$ cat src/rtl/ddr_frame_arbiter.sv
// ddr_frame_arbiter
// Purpose     : shares the single DDR2 command port between the VGA capture write
//               stream and the FRC read stream, and rotates triple frame buffers.
// Latency     : ARB decision -> cmd_valid 1 cycle; burst_done -> next cmd_valid 2 cycles.
// Backpressure: cmd_valid/cmd_addr/cmd_rnw hold until cmd_ready; one burst in flight.
// Ports:
//   clk, rst                 controller clock, async active-high reset
//   phy_init_done            no command is issued before DDR calibration completes
//   wr_req / rd_req          VGA FIFO holds a burst / FRC FIFO has room for a burst
//   vga_vsync / lcdc_vsync   frame starts (rising edge), applied between bursts
//   image_hold / write_hold  freeze read buffer / suppress writes and write rotation
//   cmd_ready, burst_done    controller command accept, burst data fully moved
//   cmd_valid/rnw/addr       burst command to the controller
//   wr_grant / rd_grant      direction of the burst in flight (FIFO enables)
//   wr_buf / rd_buf          current buffer indices 0..2
//   reach_end                1-cycle pulse when the write offset wraps the frame
// Option: `define ARB_STATS_EN adds stat_rd_bursts, stat_wr_bursts, stat_rd_starve.
module ddr_frame_arbiter #(
  parameter int ADDR_W      = 31,
  parameter int FRAME_WORDS = 491520,
  parameter int BURST_LEN   = 4,
  parameter int RD_STREAK   = 8
) (
  input  logic              clk,
  input  logic              rst,
  input  logic              phy_init_done,
  input  logic              wr_req,
  input  logic              rd_req,
  input  logic              vga_vsync,
  input  logic              lcdc_vsync,
  input  logic              image_hold,
  input  logic              write_hold,
  input  logic              cmd_ready,
  input  logic              burst_done,
  output logic              cmd_valid,
  output logic              cmd_rnw,
  output logic [ADDR_W-1:0] cmd_addr,
  output logic              wr_grant,
  output logic              rd_grant,
  output logic [1:0]        wr_buf,
  output logic [1:0]        rd_buf,
  output logic              reach_end
`ifdef ARB_STATS_EN
  ,
  output logic [31:0]       stat_rd_bursts,
  output logic [31:0]       stat_wr_bursts,
  output logic              stat_rd_starve
`endif
);

  localparam int                ST_W   = $clog2(RD_STREAK + 1);
  localparam logic [ADDR_W-1:0] FW     = ADDR_W'(FRAME_WORDS);
  localparam logic [ADDR_W-1:0] BL     = ADDR_W'(BURST_LEN);
  localparam logic [ST_W-1:0]   ST_MAX = ST_W'(RD_STREAK);

  typedef enum logic [1:0] {S_INIT, S_ARB, S_CMD, S_BURST} state_t;

  state_t            state, state_nxt;
  logic              pick_rd, pick_wr;
  logic              elig_rd, elig_wr;
  logic [ST_W-1:0]   streak;
  logic [1:0]        done_buf;
  logic [ADDR_W-1:0] wr_off, rd_off;

  logic              vga_prev, lcdc_prev, vga_pend, lcdc_pend;
  logic              vga_edge, lcdc_edge, vga_apply, lcdc_apply;

  // Post-rotation view of buffers/offsets, used both for the next state and for
  // the address of a command granted in the same ARB cycle.
  logic [1:0]        wr_buf_a, rd_buf_a, done_buf_a;
  logic [ADDR_W-1:0] wr_off_a, rd_off_a;

  function automatic logic [ADDR_W-1:0] buf_base(input logic [1:0] idx);
    logic [ADDR_W-1:0] b;
    case (idx)
      2'd1:    b = FW;
      2'd2:    b = FW + FW;
      default: b = '0;
    endcase
    return b;
  endfunction

  // Index in 0..2 not used by either argument.
  function automatic logic [1:0] free_idx(input logic [1:0] a, input logic [1:0] b);
    logic [1:0] r;
    if (a != 2'd0 && b != 2'd0)      r = 2'd0;
    else if (a != 2'd1 && b != 2'd1) r = 2'd1;
    else                             r = 2'd2;
    return r;
  endfunction

  function automatic logic [ADDR_W-1:0] off_inc(input logic [ADDR_W-1:0] o);
    logic [ADDR_W-1:0] n;
    n = o + BL;
    if (n == FW) n = '0;
    return n;
  endfunction

  assign elig_rd    = rd_req;
  assign elig_wr    = wr_req & ~write_hold;
  assign vga_edge   = vga_vsync & ~vga_prev;
  assign lcdc_edge  = lcdc_vsync & ~lcdc_prev;
  // Vsyncs only take effect between bursts so a burst never straddles a rotation.
  assign vga_apply  = (state == S_ARB) & vga_pend;
  assign lcdc_apply = (state == S_ARB) & lcdc_pend;

  // Write rotation first, so a simultaneous read rotation picks up the frame just
  // completed. done_buf always differs from wr_buf, which keeps wr_buf != rd_buf.
  always_comb begin
    wr_buf_a   = wr_buf;
    rd_buf_a   = rd_buf;
    done_buf_a = done_buf;
    wr_off_a   = wr_off;
    rd_off_a   = rd_off;
    if (vga_apply) begin
      wr_off_a = '0;
      if (!write_hold) begin
        done_buf_a = wr_buf;
        wr_buf_a   = free_idx(wr_buf, rd_buf);
      end
    end
    if (lcdc_apply) begin
      rd_off_a = '0;
      if (!image_hold) rd_buf_a = done_buf_a;
    end
  end

  always_ff @(posedge clk or posedge rst) begin
    if (rst) state <= S_INIT;
    else     state <= state_nxt;
  end

  always_comb begin
    state_nxt = state;
    pick_rd   = 1'b0;
    pick_wr   = 1'b0;
    case (state)
      S_INIT: if (phy_init_done) state_nxt = S_ARB;
      S_ARB: begin
        // Reads win ties until RD_STREAK consecutive reads starved a pending write.
        if (elig_rd && elig_wr) begin
          if (streak == ST_MAX) pick_wr = 1'b1;
          else                  pick_rd = 1'b1;
        end else begin
          pick_rd = elig_rd;
          pick_wr = elig_wr;
        end
        if (pick_rd || pick_wr) state_nxt = S_CMD;
      end
      S_CMD:   if (cmd_ready)  state_nxt = S_BURST;
      S_BURST: if (burst_done) state_nxt = S_ARB;
      default: state_nxt = S_INIT;
    endcase
  end

  always_ff @(posedge clk or posedge rst) begin
    if (rst) begin
      cmd_valid <= 1'b0;
      cmd_rnw   <= 1'b0;
      cmd_addr  <= '0;
      wr_grant  <= 1'b0;
      rd_grant  <= 1'b0;
      reach_end <= 1'b0;
      wr_buf    <= 2'd0;
      rd_buf    <= 2'd1;
      done_buf  <= 2'd1;
      wr_off    <= '0;
      rd_off    <= '0;
      streak    <= '0;
      vga_prev  <= 1'b0;
      lcdc_prev <= 1'b0;
      vga_pend  <= 1'b0;
      lcdc_pend <= 1'b0;
    end else begin
      vga_prev  <= vga_vsync;
      lcdc_prev <= lcdc_vsync;
      // A new edge wins over clearing so an edge landing on the apply cycle is kept.
      vga_pend  <= vga_edge  | (vga_pend  & ~vga_apply);
      lcdc_pend <= lcdc_edge | (lcdc_pend & ~lcdc_apply);
      wr_buf    <= wr_buf_a;
      rd_buf    <= rd_buf_a;
      done_buf  <= done_buf_a;
      wr_off    <= wr_off_a;
      rd_off    <= rd_off_a;
      reach_end <= 1'b0;

      if (pick_rd || pick_wr) begin
        cmd_valid <= 1'b1;
        cmd_rnw   <= pick_rd;
        cmd_addr  <= pick_rd ? buf_base(rd_buf_a) + rd_off_a
                             : buf_base(wr_buf_a) + wr_off_a;
        rd_grant  <= pick_rd;
        wr_grant  <= pick_wr;
        if (pick_wr || !wr_req)  streak <= '0;
        else if (streak != ST_MAX) streak <= streak + 1'b1;
      end

      if (state == S_CMD && cmd_ready) cmd_valid <= 1'b0;

      if (state == S_BURST && burst_done) begin
        rd_grant <= 1'b0;
        wr_grant <= 1'b0;
        if (rd_grant) rd_off <= off_inc(rd_off);
        if (wr_grant) begin
          wr_off <= off_inc(wr_off);
          if (off_inc(wr_off) == '0) reach_end <= 1'b1;
        end
      end
    end
  end

`ifdef ARB_STATS_EN
  logic [10:0] starve_cnt;

  always_ff @(posedge clk or posedge rst) begin
    if (rst) begin
      stat_rd_bursts <= '0;
      stat_wr_bursts <= '0;
      stat_rd_starve <= 1'b0;
      starve_cnt     <= '0;
    end else begin
      if (state == S_BURST && burst_done) begin
        if (rd_grant) stat_rd_bursts <= stat_rd_bursts + 32'd1;
        if (wr_grant) stat_wr_bursts <= stat_wr_bursts + 32'd1;
      end
      // Sticky flag once rd_req has waited more than 1024 cycles without service.
      if (!rd_req || pick_rd || rd_grant) starve_cnt <= '0;
      else if (starve_cnt != 11'd1024)    starve_cnt <= starve_cnt + 11'd1;
      else                                stat_rd_starve <= 1'b1;
    end
  end
`endif

endmodule

$ cat config.mk
export PLATFORM = sky130hd
export DESIGN_NAME = ddr_frame_arbiter
export DESIGN_NICKNAME = d
export VERILOG_FILES = /design/src/rtl/ddr_frame_arbiter.sv
export SDC_FILE = /design/constraint.sdc
export NUM_CORES = 1
export LEC_CHECK = 0
export BUFFER_PORTS_ARGS = -buffer_cell sky130_fd_sc_hd__buf_4
export CORE_MARGIN = 4
export CORE_UTILIZATION = 50
export CTS_CLUSTER_DIAMETER = 50
export DETAILED_ROUTE_END_ITERATION = 8
export GPL_TIMING_DRIVEN = 0
export PLACE_DENSITY = 0.72
export SLEW_MARGIN = 20
export SYNTH_ARGS = -nofsm -noshare
export SYNTH_HDL_FRONTEND = slang
export SYNTH_SLANG_ARGS = --single-unit
$ cat constraint.sdc
create_clock -name clk -period 5.35 [get_ports clk]
set_clock_uncertainty 0.15 [all_clocks]
set_input_delay 1.07 -clock clk [delete_from_list [all_inputs] [get_ports clk]]
set_output_delay 1.07 -clock clk [all_outputs]
set_load 0.1 [all_outputs]
# Word level (Yosys, flattened, before mapping)

Cells that the tools add are included.

Add/sub/neg operators: 5
Equality and inequality tests: 17
Muxes and demuxes: 47
Bitwise gates (word level): 14
Reduce and logical (&&, ||, !) cells: 18

Operators by type and width:

| operator                | count |
|---|---|
| $mux W31                | 13 |
| $pmux W20 S2            | 2 |
| $add A31 B3 Y31 const B | 2 |
| $add A31 B31 Y31        | 2 |
| $eq A31 B19 Y1 const B  | 2 |
| $logic_not A31 Y1       | 1 |
| $mux W2                 | 12 |
| $mux W1                 | 17 |
| $reduce_bool A2 Y1      | 5 |
| $eq A2 B2 Y1 const B    | 4 |
| $mux W4                 | 2 |
| $pmux W2 S4             | 1 |
| $and A1 B1 Y1           | 7 |
| $eq A2 B1 Y1 const B    | 3 |
| $ne A2 B1 Y1 const B    | 3 |
| $ne A2 B2 Y1 const B    | 3 |
| $logic_and A1 B1 Y1     | 5 |
| $not A1 Y1              | 5 |
| $add A4 B1 Y4 const B   | 1 |
| $eq A4 B4 Y1 const B    | 1 |
| $ne A4 B4 Y1 const B    | 1 |
| $reduce_and A4 Y1       | 1 |
| $logic_or A1 B1 Y1      | 3 |
| $logic_not A2 Y1        | 1 |
| 3 further kinds         | 4 |

Register bits after elaboration: 114
Input bits: 11
Logic and storage cells: 118

# Longest topological paths before layout

Word-level depth: 11
Mapped depth: 20
Mapped depth without buffers: 19

# Worst setup path after synthesis

Ideal clock, no wire load.

Path type: input -> register
Start: input write_hold
End: register cmd_addr[26]
Arrival: 3.899 ns
Required time: 5.074 ns
Slack: 1.175 ns
Cell stages on the path: 13
Buffers on the path: 1
Cells stage by stage: or2_2 clkbuf_1 mux2i_1 o21a_1 ha_1 inv_1 ha_1 a21o_1 a21oi_1 o21ai_0 a21oi_1 o31ai_1 a221o_1

Word-level cells in the longest chain between the ends: 9
Elaborated cells between the ends (all ways): 27
Classes of those cells: 2 x add/sub; 4 x eq/ne; 17 x mux; 2 x bitwise; 2 x reduce/logical

Ends and longest elaborated chain:

| element                                             | RTL line | source |
|---|---|---|
| start: declaration                                  | 32       | `input logic write_hold,` |
| $mux W2                                             | 117      | `if (!write_hold) begin` |
| $mux W2                                             | 115      | `if (vga_apply) begin` |
| $mux W2                                             | 124      | `if (!image_hold) rd_buf_a = done_buf_a;` |
| $mux W2                                             | 122      | `if (lcdc_apply) begin` |
| $eq A2 B2 Y1 / $eq A2 B1 Y1 (equally long branches) | 75       | `case (idx)` |
| $pmux W20 S2                                        | 75       |  |
| $mux W31                                            | 187      | `if (pick_rd \|\| pick_wr) begin` |
| $add A31 B31 Y31                                    | 190      | `cmd_addr <= pick_rd ? buf_base(rd_buf_a) + rd_off_a` |
| $mux W31                                            | 190      |  |
| end signal: assignment                              | 190      |  |
| end: declaration                                    | 37       | `output logic [ADDR_W-1:0] cmd_addr,` |

Parallel ways exist; a longest one is shown, timed or not. The select of a mux whose other input is x is not followed.
A chain may end at the register's enable or synchronous reset.

# Final worst setup path

Start: register state[1]
End: register cmd_addr[25]

Word-level cells in the longest chain between the ends: 10
Elaborated cells between the ends (all ways): 23
Classes of those cells: 2 x add/sub; 5 x eq/ne; 13 x mux; 2 x bitwise; 1 x reduce/logical

Ends and longest elaborated chain:

| element                                             | RTL line | source |
|---|---|---|
| start: declaration                                  | 58       | `state_t state, state_nxt;` |
| start signal: assignment                            | 130      | `else state <= state_nxt;` |
| $eq A2 B1 Y1 (*)                                    | 104, 105 |  |
| $and A1 B1 Y1                                       | 104      | `assign vga_apply = (state == S_ARB) & vga_pend;` |
| $mux W2                                             | 115      |  |
| $mux W2                                             | 124      |  |
| $mux W2 (*)                                         | 122      |  |
| via rd_buf_a[0]                                     | 70       | `logic [1:0] wr_buf_a, rd_buf_a, done_buf_a;` |
| $eq A2 B2 Y1 / $eq A2 B1 Y1 (equally long branches) | 75       |  |
| $pmux W20 S2 (*)                                    | 75       |  |
| $mux W31 (*)                                        | 187      |  |
| $add A31 B31 Y31 (*)                                | 190      |  |
| $mux W31 (*)                                        | 190      |  |

Mark *: on every way through the listed nets, which the timed path passes. The rest lies on a longest branch. The select of a mux whose other input is x is not followed.

==> metrics.md <==
| Metric | Value |
|---|---|
| Antenna diode count | `0` |
| Gp weighted congestion | `0.9539` |
| Period utilization | `around 88%` |
| Share of cells above drive strength 1 | `12.28%` |
| Synth Flop Type | `dfrtp_1` |
| Sequential cell area fraction in the yosys report | `36.72%` |
| Post-CTS Resized | `0` |
| Fmax | `~0.21 GHz` |
| Detailed-route wire length per cell | `18.36 µm` |
| Syn_area_per_cell | `8.238 µm²` |
| RSZ-0062 raised after global routing | `no` |
| Critical-path cell list | `inv_1, ha_1, nand2_1, or2_2, clkbuf_1, mux2i_1, o21a_1, inv_1, ha_1, ha_1, inv_1, fa_1, nor2b_1, o21ai_0, a21boi_0, o2111ai_1, xnor2_1, a221oi_1, nor2_1` |
| Critical path's slowest cell | `a21boi_0` |
| Clk buf depth | `2` |
| Core area | `around 15000 µm²` |
| Relative slew slack | `45.46%` |
| Post-synthesis register bit count | `114` |
| CP startpoint | `state[1]$_DFFE_PP0P_` |
| Post-Route WL | `22.29 mm` |
| Total power | `3.864 mW` |
| Final instance area | `9009 µm²` |
| Startpoint types | `register` |
| Distinct cell type count after synthesis | `just under 80` |
| Slew of the pin with the lowest slew margin | `0.8106 ns` |
| Worst Path Required | `5.49 ns` |
| Post-synth EDFFs | `0` |
| Final setup viols | `0` |
| CP Max Fanout | `6` |
| GR Util All Layers | `25.80%` |
| Slew Limit Fails | `0` |
| Antenna violations before repair | `0` |
| Inst Count DP | `1183` |
| Area delta synth->final | `15.85%` |
| CTS Buf Count | `17` |
| Clock Pin Slew Worst Setup and Hold Paths | `0.05 ns` |
| First-pass GRT wire length | `36.40 mm` |
| First drt pass iteration count | `5` |
| Die Ht | `132.7 µm` |
| Largest net degree at the start of global routing | `69` |
| Clock root cell | `clkbuf_16` |
| Hold buffer count at cts | `0` |
| R2R Path Start | `state[1]$_DFFE_PP0P_` |
| Worst hold path type | `reg2reg` |
| WHS | `0.2676 ns` |
| Detailed Place HPWL | `16.26 mm` |
| Synth Net Count | `between 900 and 1000` |
| IR drop worst, VDD | `approximately 0.00025 V` |
| Clk sinks | `114` |
| Grt total ovfl | `0` |
| Status | `finished clean` |
| Critical path class | `reg2reg` |
| Leak Pwr | `3.726 nW` |
| Post-synthesis instance total | `between 900 and 1000` |
| Finished Layout Cells | `1214` |
| Die Wd | `132.7 µm` |
| Vias per inst | `6.068` |
| DP Worst Slack | `0.4900 ns` |
| WP data arrival | `between 4 and 5 ns` |
| Max_cap viols | `0` |
| Port bufs | `50` |
| Post-CTS setup buffers | `0` |
| CTS tree | `done` |
| Critical path's largest stage delay | `0.53 ns` |
| Largest delay share family, worst path | `compound AO/OA/AOI/OAI gates` |
| Detailed-route via count | `7367` |
| Vias in the first global route | `6773` |
| Worst Min Path Start | `lcdc_prev$_DFF_PP0_` |
| CP bufs+invs | `4` |
| Nets | `1051` |
| Mapped cell area | `~8000 µm²` |
| Ys async rst share | `100.0%` |
| Die ar. | `around 18000 µm²` |
| Num ports | `between 50 and 60` |
| Final min period | `4.691 ns` |
| Final setup margin | `0.6588 ns` |
| H-tree lvl count | `4` |
| Std cell rows | `45` |
| Post-place instance area | `8419 µm²` |
| Initial drt markers | `756` |
| Final hold viol count | `0` |
| Yosys warnings | `0` |
| Crit path capture type | `register` |
| Worst skew pair latency | `0.42 ns` |
| Post-route ant nets | `0` |
| Initial Util | `51.15%` |
| Detailed-route DRC error count | `0` |
| P per Cell Area | `428.9 nW/µm²` |
-- worst paths after layout --
kind,slack [ns],end,depth (start not counted)
max,0.66,cmd_addr[25]$_DFFE_PP0P_,19
min,0.27,lcdc_pend$_DFF_PP0_,1
max reg2reg,0.66,cmd_addr[25]$_DFFE_PP0P_,19
min reg2reg,0.27,lcdc_pend$_DFF_PP0_,1
max in group asynchronous,3.81,rd_buf[0]$_DFF_PP1_,3
min in group asynchronous,0.52,wr_off[5]$_DFF_PP0_,2
-- routing by layer --
metal	global-route usage [%]	up-vias	wire, µm	share of wire [%]
li1	-	3527	-	-
met1	36.58	3522	9935	45
met2	40.30	288	10500	47
met5	0	-	0	0
met4	7.217	0	354	1.6
met3	5.285	30	1497	6.7
-- cell usage in the layout, fill, tap and decap left out, drive strengths merged, types with 14 or more instances in the layout --
master,netlist,final
nand4,27,27
dfrtp,112,112
nor3,35,35
ha,24,24
nor4,19,19
xnor2,36,36
and2,14,14
a22oi,19,19
clkbuf,62,84
buf,14,65
nand2,114,114
o21ai,100,100
nand3,37,37
o31ai,16,16
inv,32,32
nor2,82,82
a21oi,39,39
xor2,18,18
-- worst register-to-register path, delay by kind of cell, from the launching register on --
family	cells	cell delay, ns
AOI/OAI and AO/OA	5	1.57
xor gates and xnor gates	1	0.19
muxes	1	0.16
buffers and inverters	4	0.41
DFF	1	0.39
adders and majority gates	4	0.94
and+or+nand+nor	4	0.74
-- synth_stat cells, types with 24 or more instances --
master    number  share of area, %
inv_1         32               1.5
nand4_1       25               2.0
nor3_1        34               2.2
nand2_1      114               5.5
nor2_1        82               4.0
a21oi_1       38               2.4
ha_1          24               3.9
dfrtp_1      112                36
nand3_1       37               2.4
xnor2_1       36               4.1
clkbuf_1      53               2.6
o21ai_0       98               6.3
-- metrics by stage --
step	util, %	setup TNS, ns
finish	59.26	0
global route	59.26	0
CTS	59.26	0
detailed placement	55.38	0
global placement	55.17	-38.88
floorplan	-	0
-- area by class of cell --
cell class	count	area, µm²
clock buffer	22	484.2
inverter	32	125.1
tap	188	235.2
timing repair buffer	51	402.9
buffer	76	387.9
multi-input combinational	722	4413
fill	1377	6193
clock inverter	9	105.1
sequential	114	2855
-- power by group --
| part | switching (mW) | internal [mW] | total, mW | leakage, nW |
|---|---|---|---|---|
| sequential | 0.106 | 0.988 | 1.09 | 1.53 |
| combinational | 1.25 | 0.387 | 1.63 | 1.91 |
| clock | 0.407 | 0.728 | 1.14 | 0.280 |
| total | 1.76 | 2.10 | 3.86 | 3.73 |
-- flip-flops by register name (all words and copies together) (netlist names), 2 cells and up --
| name | flops |
|---|---|
| cmd_addr | 31 |
| rd_off | 31 |
| wr_off | 31 |
| streak | 4 |
| done_buf | 2 |
| rd_buf | 2 |
| state | 2 |
| wr_buf | 2 |
-- kinds of logic after synthesis --
kind of cell               share of synthesized area, %
DFF                                               36.72
muxes                                            0.9172
AOI/OAI and AO/OA                                 19.50
buffers and inverters                             6.532
adders and majority gates                         4.377
xor gates and xnor gates                          6.082
and+or+nand+nor                                   25.87
(Power assumes the default switching activity.)
